`config.mk`:
```
export PLATFORM = sky130hd
export DESIGN_NAME = sparc_exu_bitscan_flat
export DESIGN_NICKNAME = d
export VERILOG_FILES = /design/src/rtl/sparc_exu_bitscan_if.sv /design/src/rtl/sparc_exu_bitscan.sv /design/src/flat_wrapper.sv
export SDC_FILE = /design/constraint.sdc
export NUM_CORES = 1
export LEC_CHECK = 0
export BUFFER_PORTS_ARGS = -buffer_cell sky130_fd_sc_hd__buf_2
export CAP_MARGIN = 10
export CORE_ASPECT_RATIO = 0.75
export CORE_UTILIZATION = 42
export CTS_CLUSTER_SIZE = 24
export DETAILED_ROUTE_END_ITERATION = 12
export SYNTH_ARGS = -nofsm -noshare
export SYNTH_HDL_FRONTEND = slang
export SYNTH_SLANG_ARGS = --single-unit
```
`constraint.sdc`:
```
create_clock -name rclk -period 8.8 [get_ports rclk]
set_input_delay 1.76 -clock rclk [delete_from_list [all_inputs] [get_ports rclk]]
set_output_delay 1.76 -clock rclk [all_outputs]
set_load 0.1 [all_outputs]
```
`src/rtl/sparc_exu_bitscan_if.sv`:
```
// Valid/ready word-in, index-out bus for sparc_exu_bitscan.
// The slave modport is the scanner; the master modport is its producer/consumer side.
interface sparc_exu_bitscan_if #(
    parameter int unsigned WIDTH = 32,
    parameter int unsigned IDXW  = 5
);
    logic             in_vld;
    logic [WIDTH-1:0] in_data;
    logic             in_rdy;
    logic             out_vld;
    logic [IDXW-1:0]  out_idx;
    logic             out_last;
    logic             out_zero;
    logic             out_rdy;

    modport slave (
        input  in_vld, in_data, out_rdy,
        output in_rdy, out_vld, out_idx, out_last, out_zero
    );

    modport master (
        output in_vld, in_data, out_rdy,
        input  in_rdy, out_vld, out_idx, out_last, out_zero
    );
endinterface

```
`src/rtl/sparc_exu_bitscan.sv`:
```
// Expands a captured word into one beat per set bit, lowest index first; a zero word gives one flagged beat.
// Optional SPARC_EXU_BITSCAN_COUNT_EN adds out_cnt, the population count latched at capture.
module sparc_exu_bitscan #(
    parameter int unsigned WIDTH = 32,
    parameter int unsigned IDXW  = 5
) (
    input  logic                 rclk,
    input  logic                 arst_l,
    sparc_exu_bitscan_if.slave   bus,
`ifdef SPARC_EXU_BITSCAN_COUNT_EN
    output logic [IDXW:0]        out_cnt,
`endif
    output logic                 busy
);
    typedef enum logic [1:0] {
        IDLE = 2'd0,
        ZERO = 2'd1,
        SCAN = 2'd2
    } state_t;

    state_t           state_q, state_d;
    logic [WIDTH-1:0] residue_q, residue_d;
    logic [IDXW-1:0]  low_idx;
    logic             one_left;

    // Lowest set bit of residue: scan downward so the lowest position wins.
    always_comb begin
        low_idx = '0;
        for (int i = WIDTH - 1; i >= 0; i--) begin
            if (residue_q[i]) low_idx = IDXW'(i);
        end
    end

    assign one_left = ((residue_q & (residue_q - WIDTH'(1))) == '0);

    always_comb begin
        state_d      = state_q;
        residue_d    = residue_q;
        bus.in_rdy   = 1'b0;
        bus.out_vld  = 1'b0;
        bus.out_idx  = '0;
        bus.out_last = 1'b0;
        bus.out_zero = 1'b0;
        busy         = 1'b1;
        unique case (state_q)
            IDLE: begin
                bus.in_rdy = 1'b1;
                busy       = 1'b0;
                if (bus.in_vld) begin
                    residue_d = bus.in_data;
                    state_d   = (bus.in_data == '0) ? ZERO : SCAN;
                end
            end
            ZERO: begin
                bus.out_vld  = 1'b1;
                bus.out_zero = 1'b1;
                bus.out_last = 1'b1;
                if (bus.out_rdy) state_d = IDLE;
            end
            SCAN: begin
                bus.out_vld  = 1'b1;
                bus.out_idx  = low_idx;
                bus.out_last = one_left;
                if (bus.out_rdy) begin
                    residue_d = residue_q & (residue_q - WIDTH'(1));
                    if (one_left) begin
                        residue_d = '0;
                        state_d   = IDLE;
                    end
                end
            end
            default: begin
                state_d   = IDLE;
                residue_d = '0;
            end
        endcase
    end

    always_ff @(posedge rclk or negedge arst_l) begin
        if (!arst_l) begin
            state_q   <= IDLE;
            residue_q <= '0;
        end else begin
            state_q   <= state_d;
            residue_q <= residue_d;
        end
    end

`ifdef SPARC_EXU_BITSCAN_COUNT_EN
    logic [IDXW:0] cnt_q, cnt_d;
    logic [IDXW:0] pop_c;

    always_comb begin
        pop_c = '0;
        for (int i = 0; i < WIDTH; i++) begin
            pop_c = pop_c + (IDXW+1)'(bus.in_data[i]);
        end
        cnt_d = cnt_q;
        if (state_q == IDLE && bus.in_vld) cnt_d = pop_c;
    end

    always_ff @(posedge rclk or negedge arst_l) begin
        if (!arst_l) cnt_q <= '0;
        else         cnt_q <= cnt_d;
    end

    assign out_cnt = cnt_q;
`endif

endmodule

```
`src/flat_wrapper.sv`:
```
// flat-port wrapper written by rule: the top's interface ports become plain ports
module sparc_exu_bitscan_flat 
#(
    parameter int unsigned WIDTH = 32,
    parameter int unsigned IDXW  = 5
)
  (rclk, arst_l, busy, bus_in_vld, bus_in_data, bus_out_rdy, bus_in_rdy, bus_out_vld, bus_out_idx, bus_out_last, bus_out_zero);
  sparc_exu_bitscan_if #(.WIDTH(WIDTH), .IDXW(IDXW)) bus_i ();
  input  logic rclk;
  input  logic arst_l;
  output logic busy;
  input wire logic [$bits(bus_i.in_vld)-1:0] bus_in_vld;
  input wire logic [$bits(bus_i.in_data)-1:0] bus_in_data;
  input wire logic [$bits(bus_i.out_rdy)-1:0] bus_out_rdy;
  output wire logic [$bits(bus_i.in_rdy)-1:0] bus_in_rdy;
  output wire logic [$bits(bus_i.out_vld)-1:0] bus_out_vld;
  output wire logic [$bits(bus_i.out_idx)-1:0] bus_out_idx;
  output wire logic [$bits(bus_i.out_last)-1:0] bus_out_last;
  output wire logic [$bits(bus_i.out_zero)-1:0] bus_out_zero;
  assign bus_i.in_vld = bus_in_vld;
  assign bus_i.in_data = bus_in_data;
  assign bus_i.out_rdy = bus_out_rdy;
  assign bus_in_rdy = bus_i.in_rdy;
  assign bus_out_vld = bus_i.out_vld;
  assign bus_out_idx = bus_i.out_idx;
  assign bus_out_last = bus_i.out_last;
  assign bus_out_zero = bus_i.out_zero;
  sparc_exu_bitscan #(.WIDTH(WIDTH), .IDXW(IDXW)) u_core (.rclk(rclk), .arst_l(arst_l), .bus(bus_i), .busy(busy));
endmodule
```
; Yosys cells after proc, flatten, opt, wreduce, memory -nomap -nowiden
; Cells that the tools add are included.
[totals]
regBits = 34
mem_bits_ro = 0
latch_bits = 0
ramBits = 0
n_memories = 0
[op_classes]
muxes = 48
multipliers = 0
shifts = 0
addsub = 1
order_cmp = 0
n_bitwise = 2
n_div = 0
eq_ne = 6
n_reduce_logical = 6
[ops]
columns = cell, count
row1 = 5-bit two-way mux, 33
row2 = 32-bit two-way mux, 3
row3 = 32-bit case mux with 3 select lines, 1
row4 = 32-bit zero test, 2
row5 = 32-bit bitwise AND, 1
row6 = 32-bit by 1-bit subtractor with 32-bit output (second input constant), 1
row7 = 2-bit two-way mux, 5
row8 = 2-bit inequality test (second input constant), 3
row9 = 2-bit case mux with 3 select lines, 1
row10 = 1-bit two-way mux, 4
row11 = 4-bit AND reduction, 1
row12 = 3-bit AND reduction, 1
row13 = 2-bit by 1-bit equality test with 1-bit output (second input constant), 1
row14 = 2-bit equality test (second input constant), 1
row15 = 2-bit zero test, 1
row16 = 2-bit by 1-bit inequality test with 1-bit output (second input constant), 1
row17 = 1-bit case mux with 2 select lines, 1
row18 = 2-bit OR reduction, 1
row19 = 1-bit inverter, 1

; Longest topological paths before layout
; Gate-level depths: netlist of the first run.
[depth]
ltp_word = 33
depth_mapped = 11
ltp_nobuf = 8

; Worst setup path after synthesis of the first run
; Ideal clock, no wire load.
[synth_path]
path_kind = reg2out
startpoint = reg u_core.residue_q[8]
endpoint = out bus_out_last
slack_ps = 3427
path_buffers = 2
t_arrival_ps = 3613
path_stages_with_launch = 10
path_cell_list = dfrtp_1 > buf_6 > nor4_2 > nand4_2 > buf_6 > or4_4 > maj3_2 > nor2_4 > a41oi_1 > nor2b_1
[synth_via]
elab_chain_cells = 4
[synth_rtl]
columns = item, line_no
row1 = from (decl), sparc_exu_bitscan.sv:22  ; logic [WIDTH-1:0] residue_q, residue_d;
row2 = from (signal assigned), sparc_exu_bitscan.sv:85  ; residue_q <= residue_d;
row3 = 32-bit by 1-bit subtractor with 32-bit output, sparc_exu_bitscan.sv:34  ; assign one_left = ((residue_q & (residue_q - WIDTH'(1))) == '0);
row4 = 32-bit bitwise AND (*), sparc_exu_bitscan.sv:34
row5 = 32-bit zero test (*), sparc_exu_bitscan.sv:34
row6 = 1-bit case mux with 2 select lines (*), sparc_exu_bitscan.sv:45  ; unique case (state_q)
row7 = to (decl), flat_wrapper.sv:18  ; output wire logic [$bits(bus_i.out_last)-1:0] bus_out_last;
; Every way passes the cells marked *; elsewhere a longest branch is shown, timed or not.

; Worst setup path in the final report of the first run
[layout_path]
startpoint = reg u_core.residue_q[12]
endpoint = out bus_out_last
; Same word-level chain as after synthesis.

==> out/summary.txt, run 1 <==
clock latency at the later pin of the worst-skew pair = 0.28 ns
Filler cells = 556
hold crit path type = reg -> reg
port bufs = 45
R2R Setup Slk = 5.22 ns
Least-Margin Pin Slew = 0.988 ns
status = finished clean
Peak VDD IR = 280 uV
routed vias/inst = 6.28
initial antenna violation count = 0
via count = 2506
#FFs+latches synth = 34
DRT iter0 DRCs = 273
worst endpoint required time = 7.04 ns
area post-placement = 2650 um^2
IO Pins = 46
period utilization = 0.626
Detailed Route WL = 7840 um
cts repair resizes = 0
CP Data Arrival Time = 3.75 ns
Worst Skew = 0.00277 ns
crit path max fanout = 12
global-route wire length before repair = 12500 um
dpl ws = 3.59 ns
Worst-path clk slew = 0.07 ns
synthesis warning total = 0
Sequential Area = 851 um^2
headroom to the max-slew limit = 0.341
final worst path period need = 5.51 ns
First-pass DRT Iterations = 5
most frequent cells in the layout = 45 x buf_2, 41 x o21ai_0, 34 x dfrtp_1, 22 x nand2_1, 21 x nor2_1
Hold Path Origin = u_core.state_q[1]
fraction of layout cells with a size suffix above 1 = 0.213
Final Setup Violations = 0
clk buf depth = 2
Post-CTS Setup Bufs = 0
Fin Setup TNS = 0 ns
post-synthesis cell count = 289
# DRC = 0
Die Y = 67.7 um
synthesized cell area = 2420 um^2
part of the Yosys area used for sequential elements = 0.352
max_cap viols = 0
CP Class = reg -> out
CTS tree = yes
Synth Flop Type = dfrtp_1
core area = 5440 um^2
largest net degree at the start of global routing = 35
Post-synth ARST share = 1.00
pwr/cell area = 408 nW/um^2
post-route setup slack = 3.29 ns
ant diodes = 0
area occupied by multi-input gates = 1430 um^2
H-tree levels = 2
Distinct cells, synth = 52
post-cts hold buffer count = 0
Crit. End Element = output pin
fin area = 2730 um^2
Avg Cell Area, Syn = 8.37 um^2
unrepaired setup endpoints after global routing = no
Lkg Pwr = 0.00109 uW
starting density of the core = 0.445
max-slew violations = 0
Final Wtd Congestion = 0.941
Nets = 363
Worst R2R Start = u_core.residue_q[12]
Die Span X = 89.6 um
Die ar. = 6070 um^2
drt wl/cell = 19.6 um
CP Launch Type = flip-flop
Antenna Nets Post-Route = 0
syn nets = 328
DPL Wire Length = 5660 um
global-route usage over all layers = 0.281
final hold violation count = 0
number of synthesized flops with an enable pin = 0
Sinks on Clock Net = 34
clock root buffer = clkbuf_8
Max Freq = 0.182 GHz
vias in the first global route = 2339
FP Rows = 23
GR Overflow Total = 0
beginning of the critical path = u_core.residue_q[12]
Num CTS Buffers = 5
commonest non-fill, non-tap cell in the layout = buf_2
Area Growth Syn to Fin = 12.6%
==> metrics by stage <==
step / utilization / total power, uW / hold WS (ns) / instances
floorplan: - / 841 / 0.531 / 289
global placement: 0.487 / 981 / 0.578 / 392
detailed placement: 0.487 / 987 / 0.579 / 392
CTS: 0.501 / 1100 / 0.594 / 399
global route: 0.501 / 1190 / 0.618 / 399
finish: 0.501 / 1110 / 0.592 / 399
==> kinds of logic after synthesis <==
group | Yosys count | share of synthesized area
AO/OA/AOI/OAI | 117 | 0.317
adder cells (fa/ha/maj) | 7 | 0.0331
buffers and inverters | 29 | 0.0600
flip-flops | 34 | 0.352
multiplexers | 1 | 0.00414
AND/OR/NAND/NOR | 101 | 0.234
==> registers in the layout, indices dropped and copies added (netlist names) <==
name / flops
u_core.residue_q: 32
u_core.state_q: 2
==> synthesized netlist by cell type (all sizes together), types with 3 or more instances <==
library cell / count / area share
o22ai: 6 / 0.016
o31ai: 6 / 0.021
a22oi: 18 / 0.056
nor2: 23 / 0.039
dfrtp: 34 / 0.35
nor3: 10 / 0.021
o21ai: 45 / 0.093
nor4: 17 / 0.055
o21bai: 3 / 0.0093
clkbuf: 10 / 0.016
nor2b: 4 / 0.010
maj3: 4 / 0.018
nand3: 4 / 0.010
a21oi: 13 / 0.027
a22o: 10 / 0.036
ha: 3 / 0.016
nand4: 6 / 0.018
inv: 9 / 0.014
or2: 3 / 0.0078
or3: 3 / 0.0078
buf: 9 / 0.029
o41ai: 3 / 0.011
nand2: 22 / 0.034
or4: 4 / 0.016
==> critical path, stage by stage (launching register included) <==
cell	delay (ns)
dfrtp_1	0.49
nor4_2	0.49
nand4_1	0.48
o41ai_1	0.52
nand4_1	0.14
nor4_1	0.53
a41oi_1	0.24
nor2b_1	0.14
buf_2	0.43
==> routing by layer <==
layer | wire [um] | vias to the layer above | global-route usage
li1 | - | 1182 | -
met1 | 4030 | 1217 | 0.437
met2 | 3170 | 97 | 0.393
met3 | 494 | 10 | 0.0501
met4 | 144 | 0 | 0.0714
met5 | 0 | - | 0
==> worst paths after layout <==
check / endpoint / cells after the start
worst max-delay path: bus_out_last / 8
worst min-delay path: u_core.state_q[1] / 2
worst max register to register: u_core.state_q[1] / 8
worst min register to register: u_core.state_q[1] / 2
max in group asynchronous: u_core.residue_q[0] / 1
min in group asynchronous: u_core.residue_q[23] / 1
==> report_power, final <==
| group | switching (uW) | total [uW] | internal [uW] |
|---|---|---|---|
| clock | 55.2 | 110 | 54.5 |
| combinational | 409 | 613 | 204 |
| sequential | 155 | 388 | 233 |
==> layout make-up <==
cell class / instances / area share
clock buffers: 7 / 0.0280
inverters: 10 / 0.0138
multi-input cells: 226 / 0.523
flip-flops and latches: 34 / 0.312
well taps: 75 / 0.0344
repair buffers: 47 / 0.0882
Power figures use the tool's default switching activity.
==> run 2: changes to the inputs <==
Settings changed: ABC_AREA set to 1.
Clock period 8.8 ns to 5.35 ns, I/O delays scaled along.
==> run 2 against run 1 <==
Synthesized cell count grew 36%. Clock skew is 0.0050 ns higher. Sequential power up 26%. Cell area grew 5.9%. Worst setup slack got worse by 2.2 ns. Highest routed layer unchanged. Critical path depth increased by 9. Cell count rose by 28%.
==> out/summary.txt, run 2 <==
largest cells by area after synthesis = dfrtp_1 34%, nand2_1 20%, o21ai_0 14%
global-route wire length before repair = 11700 um (-5.9%)
Synth Flop Type = dfrtp_1
Compound-Gate Fraction of Synth Area = 0.197 (-0.120)
crit path max fanout = 4 (-8)
via count = 2682 (+7.0%)
post-synthesis adder-cell area fraction = 0.0150 (-0.0181)
ant diodes = 0 (unchanged)
worst hold stages = 2 (unchanged)
#FFs+latches synth = 34 (unchanged)
Max Freq = 0.237 GHz
global-route usage over all layers = 0.245 (-0.0358)
total power = 1790 uW (+61%)
Sinks on Clock Net = 34 (unchanged)
R2R Setup Slk = 2.24 ns (-2.98 ns)
final worst path period need = 4.22 ns
FP Rows = 23 (unchanged)
Worst R2R Start = u_core.state_q[0]
Num CTS Buffers = 5 (unchanged)
Worst-path clk slew = 0.07 ns (about the same)
clock latency at the later pin of the worst-skew pair = 0.28 ns (about the same)
final hold violation count = 0 (unchanged)
max-slew violations = 0 (unchanged)
First-pass DRT Iterations = 5 (unchanged)
initial antenna violation count = 0 (unchanged)
biggest regs = u_core.residue_q x32, u_core.state_q x2
dpl ws = 1.47 ns (-2.11 ns)
synthesis warning total = 0 (unchanged)
Avg Cell Area, Syn = 6.35 um^2 (-24%)
Peak VDD IR = 227 uV (-19%)
headroom to the max-slew limit = 0.351 (+0.0101)
Hold Path Origin = u_core.state_q[1]
count leader, synth = nand2_1
clock root buffer = clkbuf_8
syn nets = 433 (+32%)
Fin Setup TNS = 0 ns (unchanged)
number of synthesized flops with an enable pin = 0 (unchanged)
port bufs = 45 (unchanged)
Detailed Route WL = 7200 um (-8.1%)
Synth area leader = dfrtp_1
DRT iter0 DRCs = 139 (-49%)
post-synthesis cell count = 394 (+36%)
vias in the first global route = 2362 (+0.98%)
mux cell area share after synthesis = 0 (-0.00414)
CP Class = reg -> out
Commonest cells post-synth = 136 x nand2_1, 70 x o21ai_0, 48 x inv_1
Least-Margin Pin Slew = 0.972 ns (-0.0162 ns)
routed vias/inst = 5.25 (-16%)
post-cts hold buffer count = 0 (unchanged)
CP max stage cell = buf_2
core area = 5530 um^2 (+1.6%)
CP Data Arrival Time = 3.15 ns (-0.60 ns)
Post-CTS Setup Bufs = 0 (unchanged)
Lkg Pwr = 0.00144 uW (+31%)
CTS tree = yes
critical-path cell list = nor2_2 > inv_2 > nor2_2 > inv_2 > nor2_4 > inv_2 > nor2_4 > inv_2 > nor2_4 > nand4_2 > o41ai_1 > nand4_1 > nor2_1 > nand3_1 > nor2_1 > o21a_1 > buf_2
Synth Area in Simple Gates = 0.349 (+0.115)
Final Wtd Congestion = 0.904 (-4.0%)
status = finished clean
Die ar. = 6270 um^2 (+3.3%)
DPL Wire Length = 5590 um (-1.2%)
combinational family with the most area after synthesis = simple AND/OR/NAND/NOR gates
CP max stage delay = 0.41 ns (-0.12 ns)
Nets = 474 (+31%)
# DRC = 0 (unchanged)
fraction of layout cells with a size suffix above 1 = 0.165 (-0.0478)
area post-placement = 2800 um^2 (+5.5%)
WHS Endpoint = u_core.state_q[1]
Post-synth ARST share = 1.00 (unchanged)
Area Growth Syn to Fin = 15.4%
post-route setup slack = 1.13 ns (-2.16 ns)
GR Overflow Total = 0 (unchanged)
largest net degree at the start of global routing = 42 (+20%)
Die Y = 68.8 um (+1.6%)
Crit. End Element = output pin
Worst Skew = 0.00774 ns (+0.00497 ns)
R2R depth = 8 (unchanged)
Final Core Density = 0.522 (+0.0214)
period utilization = 0.789
starting density of the core = 0.453 (+0.00799)
Reg with most FFs = u_core.residue_q
cts repair resizes = 0 (unchanged)
Distinct cells, synth = 29 (-44%)
Post-Synth XOR/XNOR Area = 0 (unchanged)
max_cap viols = 0 (unchanged)
IO Pins = 46 (unchanged)
unrepaired setup endpoints after global routing = no
clk buf depth = 2 (unchanged)
synthesized cell area = 2500 um^2 (+3.4%)
fin area = 2890 um^2 (+5.9%)
worst endpoint required time = 4.28 ns (-2.76 ns)
most frequent cells in the layout = 136 x nand2_1, 70 x o21ai_0, 48 x inv_1, 45 x buf_2, 34 x dfrtp_1
H-tree levels = 2 (unchanged)
RR Endpoint = u_core.residue_q[0]
Synth top area share = 0.340 (-0.0116)
Filler cells = 593 (+6.7%)
hold crit path type = reg -> reg
Antenna Nets Post-Route = 0 (unchanged)
drt wl/cell = 14.1 um (-28%)
Final Setup Violations = 0 (unchanged)
most used cell, CP = inv_2
CP Launch Type = flip-flop
beginning of the critical path = u_core.residue_q[0]
part of the Yosys area used for sequential elements = 0.340 (-0.0116)
commonest non-fill, non-tap cell in the layout = nand2_1
Die Span X = 91.1 um (+1.7%)
pwr/cell area = 621 nW/um^2 (+52%)
max FFs per register = 32 (unchanged)
==> run 2: cell count changes in the layout (fill, tap and decap cells not counted), moves of 10 or more <==
cell	before	now
a22o_1	10	0
nand2_1	22	136
o21ai_0	41	70
inv_1	9	48
a22oi_1	18	0
==> run 2: how the worst max path moves through the flow <==
stage,end
finish,bus_out_last
global route,bus_out_last
CTS,bus_out_last
detailed placement,bus_out_last
global placement,bus_out_last
floorplan,bus_out_idx[4]
==> run 2: layer usage <==
layer	vias up	wire length (um)	GRT usage
met3	9	295	0.0406
li1	1356	-	-
met4	0	58	0.0496
met2	60	3040	0.371
met5	-	0	0
met1	1257	3810	0.368
==> run 2: per-stage QoR <==
step                      cells  hold WS (ns)
final                       511         0.547
after global routing        511         0.558
after CTS                   511         0.544
after detailed placement    503         0.525
after global placement      503         0.519
after floorplan             394         0.487
==> run 2: where the power goes <==
part | total (uW) | leakage [uW] | internal (uW) | switching [uW]
logic | 1110 | 0.000960 | 294 | 815
clock network | 198 | 0.0000482 | 104 | 93.7
registers | 487 | 0.000427 | 376 | 111
total | 1790 | 0.00144 | 773 | 1020
==> run 2: critical path: cells and delay by family, from the launching register on <==
kind	cells	cell delay [ns]
AOI/OAI and AO/OA	2	0.48
buffers and inverters	5	0.68
DFF	1	0.40
and+or+nand+nor	10	1.29
==> run 2: layout make-up <==
| type | count | area (um^2) | area share |
|---|---|---|---|
| inverters | 53 | 199 | 0.0689 |
| well taps | 75 | 93.8 | 0.0325 |
| multi-input cells | 294 | 1410 | 0.489 |
| clock buffers | 7 | 86.3 | 0.0299 |
| flip-flops and latches | 34 | 851 | 0.295 |
| repair buffers | 47 | 240 | 0.0832 |
| clock inverters | 1 | 5.00 | 0.00173 |
==> run 2: cell families (layout without fill, tap and decap cells) <==
family | after synthesis | in the layout
AND/OR/NAND/NOR | 202 | 202
AO/OA/AOI/OAI | 89 | 89
buffers and inverters | 66 | 108
flip-flops | 34 | 34
adder cells (fa/ha/maj) | 3 | 3
